<file path="src/rtl/cook_countdown.sv">
// rtl/cook_countdown.sv - egg-timer mm:ss countdown core with SET/RUN/PAUSE/DONE FSM.
// Optional build macro COUNTDOWN_BLINK_ALARM_EN makes the DONE alarm LED blink on ticks.
module cook_countdown #(
  parameter int PRESET_MIN = 4,
  parameter int PRESET_SEC = 0,
  parameter int MAX_MIN    = 59
) (
  input  logic       clk,
  input  logic       reset,
  input  logic       enable,
  input  logic       tick_1hz,
  input  logic       minutes,
  input  logic       seconds,
  input  logic       cook_time,
  input  logic       start,
  output logic [5:0] q_minutes,
  output logic [5:0] q_seconds,
  output logic [1:0] state,
  output logic [1:0] LED,
  output logic       done
);

  typedef enum logic [1:0] {
    ST_SET   = 2'b00,
    ST_RUN   = 2'b01,
    ST_PAUSE = 2'b10,
    ST_DONE  = 2'b11
  } state_t;

  localparam logic [5:0] MAX_MIN_V    = 6'(MAX_MIN);
  localparam logic [5:0] PRESET_MIN_V = 6'(PRESET_MIN);
  localparam logic [5:0] PRESET_SEC_V = 6'(PRESET_SEC);

  // Bit order in the button vectors: {start, cook_time, seconds, minutes}
  logic [3:0] btn_q, btn_prev_q, btn_edge;
  logic       min_e, sec_e, cook_e, start_e;

  state_t     state_q, state_d;
  logic [5:0] min_q, min_d, sec_q, sec_d;
  logic [1:0] led_q, led_d;
  logic       done_q, alarm_d;

  assign btn_edge = btn_q & ~btn_prev_q;
  assign min_e    = btn_edge[0];
  assign sec_e    = btn_edge[1];
  assign cook_e   = btn_edge[2];
  assign start_e  = btn_edge[3];

  always_comb begin
    state_d = state_q;
    min_d   = min_q;
    sec_d   = sec_q;
    alarm_d = led_q[1];
    if (enable) begin
      case (state_q)
        ST_SET: begin
          if (cook_e) begin
            min_d = PRESET_MIN_V;
            sec_d = PRESET_SEC_V;
          end else begin
            if (min_e) min_d = (min_q == MAX_MIN_V) ? 6'd0 : min_q + 6'd1;
            if (sec_e) sec_d = (sec_q == 6'd59) ? 6'd0 : sec_q + 6'd1;
          end
          if (start_e && (min_q != 6'd0 || sec_q != 6'd0)) state_d = ST_RUN;
        end
        ST_RUN: begin
          if (tick_1hz) begin
            if (sec_q != 6'd0) begin
              sec_d = sec_q - 6'd1;
            end else if (min_q != 6'd0) begin
              sec_d = 6'd59;
              min_d = min_q - 6'd1;
            end
          end
          // Reaching zero on this tick beats a coincident pause request
          if (tick_1hz && min_d == 6'd0 && sec_d == 6'd0) begin
            state_d = ST_DONE;
            alarm_d = 1'b1;
          end else if (start_e) begin
            state_d = ST_PAUSE;
          end
        end
        ST_PAUSE: begin
          if (cook_e) begin
            min_d   = PRESET_MIN_V;
            sec_d   = PRESET_SEC_V;
            state_d = ST_SET;
          end else if (start_e) begin
            state_d = ST_RUN;
          end
        end
        default: begin
          if (|btn_edge) begin
            state_d = ST_SET;
          end else begin
`ifdef COUNTDOWN_BLINK_ALARM_EN
            if (tick_1hz) alarm_d = ~led_q[1];
`endif
          end
        end
      endcase
    end
    led_d = {(state_d == ST_DONE) ? alarm_d : 1'b0, state_d == ST_RUN};
  end

  always_ff @(posedge clk) begin
    if (reset) begin
      btn_q      <= 4'b0;
      btn_prev_q <= 4'b0;
      state_q    <= ST_SET;
      min_q      <= 6'd0;
      sec_q      <= 6'd0;
      led_q      <= 2'b00;
      done_q     <= 1'b0;
    end else begin
      // Edge history runs regardless of enable so held buttons are not re-seen later
      btn_q      <= {start, cook_time, seconds, minutes};
      btn_prev_q <= btn_q;
      state_q    <= state_d;
      min_q      <= min_d;
      sec_q      <= sec_d;
      led_q      <= led_d;
      done_q     <= (state_d == ST_DONE);
    end
  end

  assign q_minutes = min_q;
  assign q_seconds = sec_q;
  assign state     = state_q;
  assign LED       = led_q;
  assign done      = done_q;

endmodule

</file>
<file path="config.mk">
export PLATFORM = sky130hd
export DESIGN_NAME = cook_countdown
export DESIGN_NICKNAME = d
export VERILOG_FILES = /design/src/rtl/cook_countdown.sv
export SDC_FILE = /design/constraint.sdc
export NUM_CORES = 1
export LEC_CHECK = 0
export ABC_AREA = 0
export BUFFER_PORTS_ARGS = -buffer_cell sky130_fd_sc_hd__buf_2
export CAP_MARGIN = 20
export CELL_PAD_IN_SITES_DETAIL_PLACEMENT = 1
export CELL_PAD_IN_SITES_GLOBAL_PLACEMENT = 2
export CORE_MARGIN = 4
export CORE_UTILIZATION = 38
export CTS_BUF_LIST = sky130_fd_sc_hd__clkbuf_8
export DETAILED_ROUTE_END_ITERATION = 6
export GPL_TIMING_DRIVEN = 0
export PLACE_DENSITY_LB_ADDON = 0.1
export SLEW_MARGIN = 10
export SYNTH_ARGS = -nofsm -noshare
export SYNTH_HDL_FRONTEND = slang
export SYNTH_SLANG_ARGS = --single-unit
export TNS_END_PERCENT = 10
</file>
<file path="constraint.sdc">
create_clock -name clk -period 6.6 [get_ports clk]
set_input_delay 1.32 -clock clk [delete_from_list [all_inputs] [get_ports clk]]
set_output_delay 1.32 -clock clk [all_outputs]
set_load 0.02 [all_outputs]
</file>
After elaboration in Yosys (flattened, before gate mapping)
Index checks and enable logic that the tools add are counted.
{ "classes": {"addsub": 4, "n_eq_ne": 9, "n_mux": 28, "bitwise_logic": 3, "n_reduce_logical": 15} }
{ "op_table": {"columns": ["operator", "n"], "rows": [
  ["6-bit 2-to-1 mux", 18],
  ["6-bit case mux with 3 select lines", 2],
  ["2-bit 2-to-1 mux", 7],
  ["6-bit by 1-bit adder with 6-bit output, second input constant", 2],
  ["6-bit equality test, second input constant", 2],
  ["6-bit zero test", 2],
  ["6-bit nonzero test", 2],
  ["6-bit by 1-bit subtractor with 6-bit output, second input constant", 2],
  ["4-bit AND reduction", 2],
  ["3-bit != test, second input constant", 2],
  ["2-bit case mux with 3 select lines", 1],
  ["4-bit AND", 1],
  ["2-bit by 1-bit equality test with 1-bit output, second input constant", 2],
  ["2-bit equality test, second input constant", 2],
  ["4-bit inverter", 1],
  ["4-bit OR reduction", 1],
  ["1-bit logical AND", 3],
  ["3-bit AND reduction", 1],
  ["3-bit nonzero test", 1],
  ["2-bit zero test", 1],
  ["2-bit != test, second input constant", 1],
  ["2-bit OR reduction", 1],
  ["1-bit logical OR", 1],
  ["1-bit inverter", 1]
]} }
{ "totals": {"ff_bits": 25, "inputBits": 8, "output_inout_bits": 17, "wordCells": 67} }

Logic depth before layout (Yosys ltp)
Gate-level depths: netlist of the first run.
{ "logic_depth": {"word_depth": 15, "ltp_mapped": 9, "ltp_nobuf": 8} }

Worst setup path after synthesis of the first run
OpenSTA, ideal clock, no wires.
{ "synth_timing": {"kind": "input-to-reg", "start": "input tick_1hz", "end": "register led_q[0], in the netlist LED[0]", "setup_ns": 0.116, "arrival_time_ns": 2.586, "required_ns": 6.484, "slack_ns": 3.899, "path_stages": 6, "path_buffers": 0, "path_cell_list": "nor4b_1 > o21ai_1 > a21oi_1 > and4b_4 > a32oi_1 > and3b_1"} }
{ "synth_between": {"elab_chain_len": 10, "word_cells_on_any_way": 14, "classes_between": "eq/ne: 1; mux: 9; reduce/logical: 4"} }
{ "synth_rtl": {"columns": ["item", "line", "text"], "rows": [
  ["start, declared", "11", "input logic tick_1hz,"],
  ["6-bit 2-to-1 mux", "67", "if (tick_1hz) begin"],
  ["6-bit 2-to-1 mux", "55", "case (state_q)"],
  ["6-bit 2-to-1 mux", "54", "if (enable) begin"],
  ["6-bit zero test", "76", "if (tick_1hz && min_d == 6'd0 && sec_d == 6'd0) begin"],
  ["1-bit logical AND", "76", null],
  ["1-bit logical AND *", "76", null],
  ["2-bit 2-to-1 mux *", "76", null],
  ["2-bit case mux with 3 select lines *", "55", null],
  ["2-bit 2-to-1 mux *", "54", null],
  ["2-bit by 1-bit equality test with 1-bit output *", "103", "led_d = {(state_d == ST_DONE) ? alarm_d : 1'b0, state_d == ST_RUN};"],
  ["end signal, assigned", "122", "led_q <= led_d;"],
  ["end, declared", "40", "logic [1:0] led_q, led_d;"]
]} }
Mark *: on every way between the ends. The rest lies on a longest branch, timed or not. The select of a mux whose other input is x is not followed.
A chain may end at the register's enable or synchronous reset.

Worst setup path in the final report of the first run
Ends and elaborated chain as after synthesis.

==> results of run 1 <==
flip-flops by register name, summed over array words and instances (netlist names):
register	cells
LED	2
btn_prev_q	4
btn_q	4
done	1
q_minutes	6
q_seconds	6
state	2
cell usage in the layout, fill, tap and decap left out, types with 3 or more instances in the layout:
master     synthesis  final
a211o_1            3      3
a21oi_1           18     18
a2bb2oi_1          4      4
a31oi_1            4      4
and3_1             3      3
buf_2              3     27
clkbuf_8           3      6
dfxtp_1           25     25
ha_1               8      8
inv_1             14     14
mux2i_1            5      5
nand2_1           19     19
nand2b_1           8      8
nand3_1            6      6
nand4_1            4      4
nor2_1            16     16
nor2b_1           14     14
nor3_1             5      5
o21ai_0           11     11
o22ai_1            5      5
or3_1              3      3
where the power goes:
group	internal, mW	total (mW)	switching [mW]
combinational	0.0508	0.127	0.0759
clock	0.0423	0.0949	0.0526
sequential	0.157	0.163	0.00642
per-layer routing:
| metal | up-vias | share of wire, % | wire, um |
|---|---|---|---|
| li1 | 933 | - | - |
| met1 | 929 | 50 | 2760 |
| met2 | 19 | 47 | 2590 |
| met3 | 2 | 2.5 | 137 |
| met4 | 0 | 0.45 | 25 |
| met5 | - | 0 | 0 |
worst max path at each step:
stage / endpoint / slack, ns / startpoint / depth (start not counted)
3_5_place_dp: LED[0] / 3.44 / tick_1hz / 7
3_3_place_gp: LED[0] / 3.45 / tick_1hz / 7
2_1_floorplan: LED[0] / 3.90 / tick_1hz / 6
6_report: LED[0] / 3.71 / tick_1hz / 7
4_1_cts: LED[0] / 3.73 / tick_1hz / 7
5_1_grt: LED[0] / 3.47 / tick_1hz / 7
worst max-delay path: cells and delay by family:
kind                   cells  cell delay [ns]
buffers and inverters      1             0.17
AOI/OAI and AO/OA          3             0.75
and+or+nand+nor            3             0.81
cells by family (layout without fill, tap and decap cells):
kind of cell | after synthesis | in the layout | share of synthesized area [%]
compound gates | 72 | 72 | 26.1
xor+xnor | 2 | 2 | 0.909
fa+ha+maj | 8 | 8 | 5.20
buf+inv | 25 | 53 | 7.60
flops | 25 | 25 | 26.0
mux | 6 | 6 | 3.18
simple gates | 99 | 99 | 31.0
cell type report:
cell class | count | area [um2] | share of cell area, %
plain buffers | 11 | 93.8 | 4.31
clock buffers | 3 | 41.3 | 1.90
clock inverters | 1 | 5.00 | 0.230
inverters | 14 | 52.6 | 2.41
multi-input cells | 187 | 1280 | 58.8
flip-flops and latches | 25 | 500 | 23.0
well taps | 67 | 83.8 | 3.85
repair buffers | 24 | 120 | 5.52
metrics by stage:
stage	hold slack (ns)	util [%]	setup slack (ns)	instance area (um2)
5_1_grt	0.495	45.2	3.47	2180
4_1_cts	0.476	45.2	3.73	2180
3_5_place_dp	0.459	44.2	3.44	2130
3_3_place_gp	0.451	44.2	3.45	2130
2_1_floorplan	0.439	-	3.90	1930
6_report	0.470	45.2	3.71	2180
==> results.toml, run 1 <==
[run_status]
status = "complete, no violations"

[clock_network]
cts_hold_buf = 0
cts-buffers-inserted = 3
cts_resized = 0
clock_path_buffers = 2
clkSlewWorstSetupHoldPaths_ns = 0.10
insertion_delay_ns = 0.28
root_buffer = "clkbuf_8"
cts_tree = "yes"
cts_num_sinks = 25
htreeDepth = 1
post_cts_buffers = 0

[synthesis]
syn_area_per_cell_um2 = 8.13
synth_area_mm2 = 0.00193
yosys_most_used_dff = "dfxtp_1"
synth.distinct_cells = 63
synth.top_cell.area_share_pct = 26.0
yosys.cell_count.top_type = "dfxtp_1"
synth_commonest_cells = "dfxtp_1, nand2_1, a21oi_1"
yosysTopAreaCell = "dfxtp_1"
yosys_warnings = 0
netlist_top_cells_area = "dfxtp_1, ha_1, a21oi_1"
async_flop_share_pct = 0
syn_nets = 253
seq_area_frac_synth_pct = 26.0
ys_seq_elements = 25
synth_edf_count = 0
synthCells = 237

[floorplanning]
die_y_um = 79.2
dieArea_mm2 = 0.00627
io_pins = 25
die_w_um = 79.2
core_area_mm2 = 0.00482
rows = 25
initial_core_util_pct = 40.0

[placed_design]
hpwl_mm = 4.26
gp_congestion = 0.828
dp_cells = 328
port_buffers = 24

[setup_path]
path_cells = "buf_2, nor4b_1, o21ai_1, a21oi_1, and4b_4, a32oi_1, and3b_1"
path_class = "input port to flip-flop"
cp_max_fo = 8
cp_slowest_cell = "a32oi_1"
cp-end-kind = "flip-flop"
cp-start-kind = "input port"
rrSetupSlack_ns = 3.93
worstPathRequired_ns = 6.77
arrival_ns = 3.06
reg2reg_depth = 9
worstReg2RegStart = "q_seconds[0]"
max_stage_delay_ns = 0.39
r2r-end = "LED[0]"

[hold_path]
min_to = "btn_prev_q[0]"
hold_depth = 1
min_path_type = "flip-flop to flip-flop"
hp-start = "btn_q[0]"

[sta]
tightest_slew_ns = 0.787
max_freq_mhz = 346
period_minus_slack_ns = 2.89
slew_violations = 0
maxSlewHeadroom_pct = 47.2
fin_crit_sh_pct = 43.8
hold_viol = 0
rsz0062_at_grt = "no"
setup-tns-final_ns = 0
skew_ns = 0.00794
setup_violations = 0

[final_layout]
drive_above_1_share_pct = 18.9
antenna_cells = 0
nNetsFinal = 282
final_cells = 332
fill_cells = 621
area_delta_synth_final_pct = 13.0

[global_routing]
gr-usage-met1_pct = 26.6
grtUsageMet3_pct = 2.15
grtUsageTotal_pct = 19.1
grt.busiest_layer = "met2"
grt_max_degree = 15
grt_pass1_wl_mm = 9.56
antenna_found_initial = 0
grt_pass1_vias = 1901
met2_usage_pct = 32.0
gr-total-overflow = 0

[routing]
vias = 1883
first_pass_iters = 4
vias_per_cell = 5.67
ant_nets = 0
wl_mm = 5.52
drc = 0
wire_per_inst_um = 16.6
drt_iter0_drc = 117

[power]
power_density_mw_per_mm2 = 177
ir_worst_vdd_uv = 88.8
p_leak_nw = 0.910
design_power_total_mw = 0.385

[flow_run]
cap_violations = 0
Power figures use the tool's default switching activity.
==> run 2: changes to the inputs <==
CORE_UTILIZATION = 35   (was 38)
clock period = 2.9 ns   (was 6.6 ns; I/O delays follow)
==> run 2 against run 1 <==
  * Flip-flop and latch count is the same
  * Largest cell class unchanged
  * Combinational power grew 130%
  * Cell area grew 0.23%
  * Die area grew 7.7%
  * Largest power group unchanged
  * Routed wire length grew 3.9%
  * Count of clock-buffer cells in the layout is the same
  * Worst hold slack lost 0.0019 ns
  * Cell count grew 0.90%
  * Critical path type is now flip-flop to flip-flop
==> results.toml, run 2 (synthesized netlist as in run 1, its figures left out) <==
[routing]
first_pass_iters = 4
wire_per_inst_um = 17.1
drt_iter0_drc = 98
ant_nets = 0
vias = 1898
drc = 0
wl_mm = 5.73
vias_per_cell = 5.67

[placed_design]
gp_congestion = 0.814
hpwl_mm = 4.34
port_buffers = 24
dp_slack_ns = 0.219

[power]
ir_worst_vdd_uv = 183
p_leak_nw = 0.910
power_density_mw_per_mm2 = 400
p_int_mw = 0.568
switchingPower_mw = 0.305
p_sw_share_pct = 34.9
seq_power_share_pct = 42.6
pwr-share-clk_pct = 23.7
p_comb_share_pct = 33.7

[hold_path]
hold_depth = 1
min_path_type = "flip-flop to flip-flop"

[clock_network]
insertion_delay_ns = 0.27
clock_path_buffers = 2
cts_tree = "yes"
root_buffer = "clkbuf_8"
cts_hold_buf = 0
post_cts_buffers = 0
cts_num_sinks = 25
cts-buffers-inserted = 3
clkSlewWorstSetupHoldPaths_ns = 0.09
htreeDepth = 1
cts_resized = 0

[floorplanning]
rows = 26
die_w_um = 82.2
core_area_mm2 = 0.00520
initial_core_util_pct = 37.0
die_y_um = 82.2
dieArea_mm2 = 0.00676
io_pins = 25

[sta]
slew_violations = 0
tightest_slew_ns = 0.822
hold_viol = 0
fin_crit_sh_pct = 90.7
setup-tns-final_ns = 0
rsz0062_at_grt = "no"
max_freq_mhz = 380
maxSlewHeadroom_pct = 44.8
worst_slack_ns = 0.271
period_minus_slack_ns = 2.63
skew_ns = 0.00854
setup_violations = 0

[global_routing]
antenna_found_initial = 0
grt_pass1_vias = 1900
grtUsageTotal_pct = 18.4
grt_pass1_wl_mm = 9.69
gr-total-overflow = 0
grt_max_degree = 14

[final_layout]
drive_above_1_share_pct = 18.9
nNetsFinal = 282
antenna_cells = 0
final_common_cell = "buf_2"
post-route-util_pct = 41.9
area_delta_synth_final_pct = 13.2
final_cell_mix = "buf_2, dfxtp_1, nand2_1, a21oi_1, nor2_1"

[setup_path]
rrSetupSlack_ns = 0.27
worstPathRequired_ns = 3.07
path_class = "flip-flop to flip-flop"
cp-start-kind = "flip-flop"
cp_max_fo = 8
arrival_ns = 2.80
cp-end-kind = "flip-flop"
reg2reg_depth = 9

[flow_run]
cap_violations = 0

[run_status]
status = "complete, no violations"
-- run 2: changes by cell type in the layout (fill, tap and decap cells not counted), sizes merged --
cell	previous run	this run
inv	14	15
clkinv	1	0
-- run 2: critical path, stage by stage (launching register included) --
cell and delay [ns]:
dfxtp_1 0.33, buf_4 0.16, inv_1 0.10, ha_2 0.26, and2b_1 0.23, a41oi_1 0.24, o22a_2 0.32, nor4_4 0.40
nand4_1 0.26, and3b_1 0.25
-- run 2: cell type report --
| cell class | instances | area, um2 |
|---|---|---|
| well taps | 70 | 87.6 |
| plain buffers | 11 | 93.8 |
| fillers | 673 | 3020 |
| clock buffers | 3 | 41.3 |
| inverters | 14 | 52.6 |
| clock inverters | 1 | 3.75 |
| flip-flops and latches | 25 | 500 |
| multi-input cells | 187 | 1280 |
| repair buffers | 24 | 120 |
-- run 2: metal layers --
layer | routed length [um] | vias to the layer above | track usage [%]
met3 | 161 | 4 | 2.17
met1 | 2870 | 930 | 25.2
li1 | - | 936 | -
met4 | 35 | 0 | 3.82
met5 | 0 | - | 0
met2 | 2670 | 28 | 30.8
-- run 2: power groups by stage --
| stage | Clock (mW) | Combinational (mW) | Sequential [mW] |
|---|---|---|---|
| after floorplan | 0 | 0.205 | 0.386 |
| after global placement | 0 | 0.290 | 0.379 |
| after detailed placement | 0 | 0.291 | 0.380 |
| after CTS | 0.219 | 0.292 | 0.372 |
| after global routing | 0.237 | 0.326 | 0.374 |
| final | 0.207 | 0.294 | 0.372 |
-- run 2: metrics by stage --
stage,cells,power (mW),hold WS [ns],cell area [um2]
3_5_place_dp,331,0.671,0.458,2130
4_1_cts,335,0.883,0.473,2180
3_3_place_gp,331,0.669,0.452,2130
5_1_grt,335,0.937,0.485,2180
6_report,335,0.873,0.468,2180
2_1_floorplan,237,0.591,0.439,1930
-- run 2: path summary, 6_finish.rpt --
path / endpoint / startpoint
worst min-delay path: btn_prev_q[1] / btn_q[1]
worst max-delay path: LED[0] / q_seconds[0]
worst min register to register: btn_prev_q[1] / btn_q[1]
worst max register to register: LED[0] / q_seconds[0]
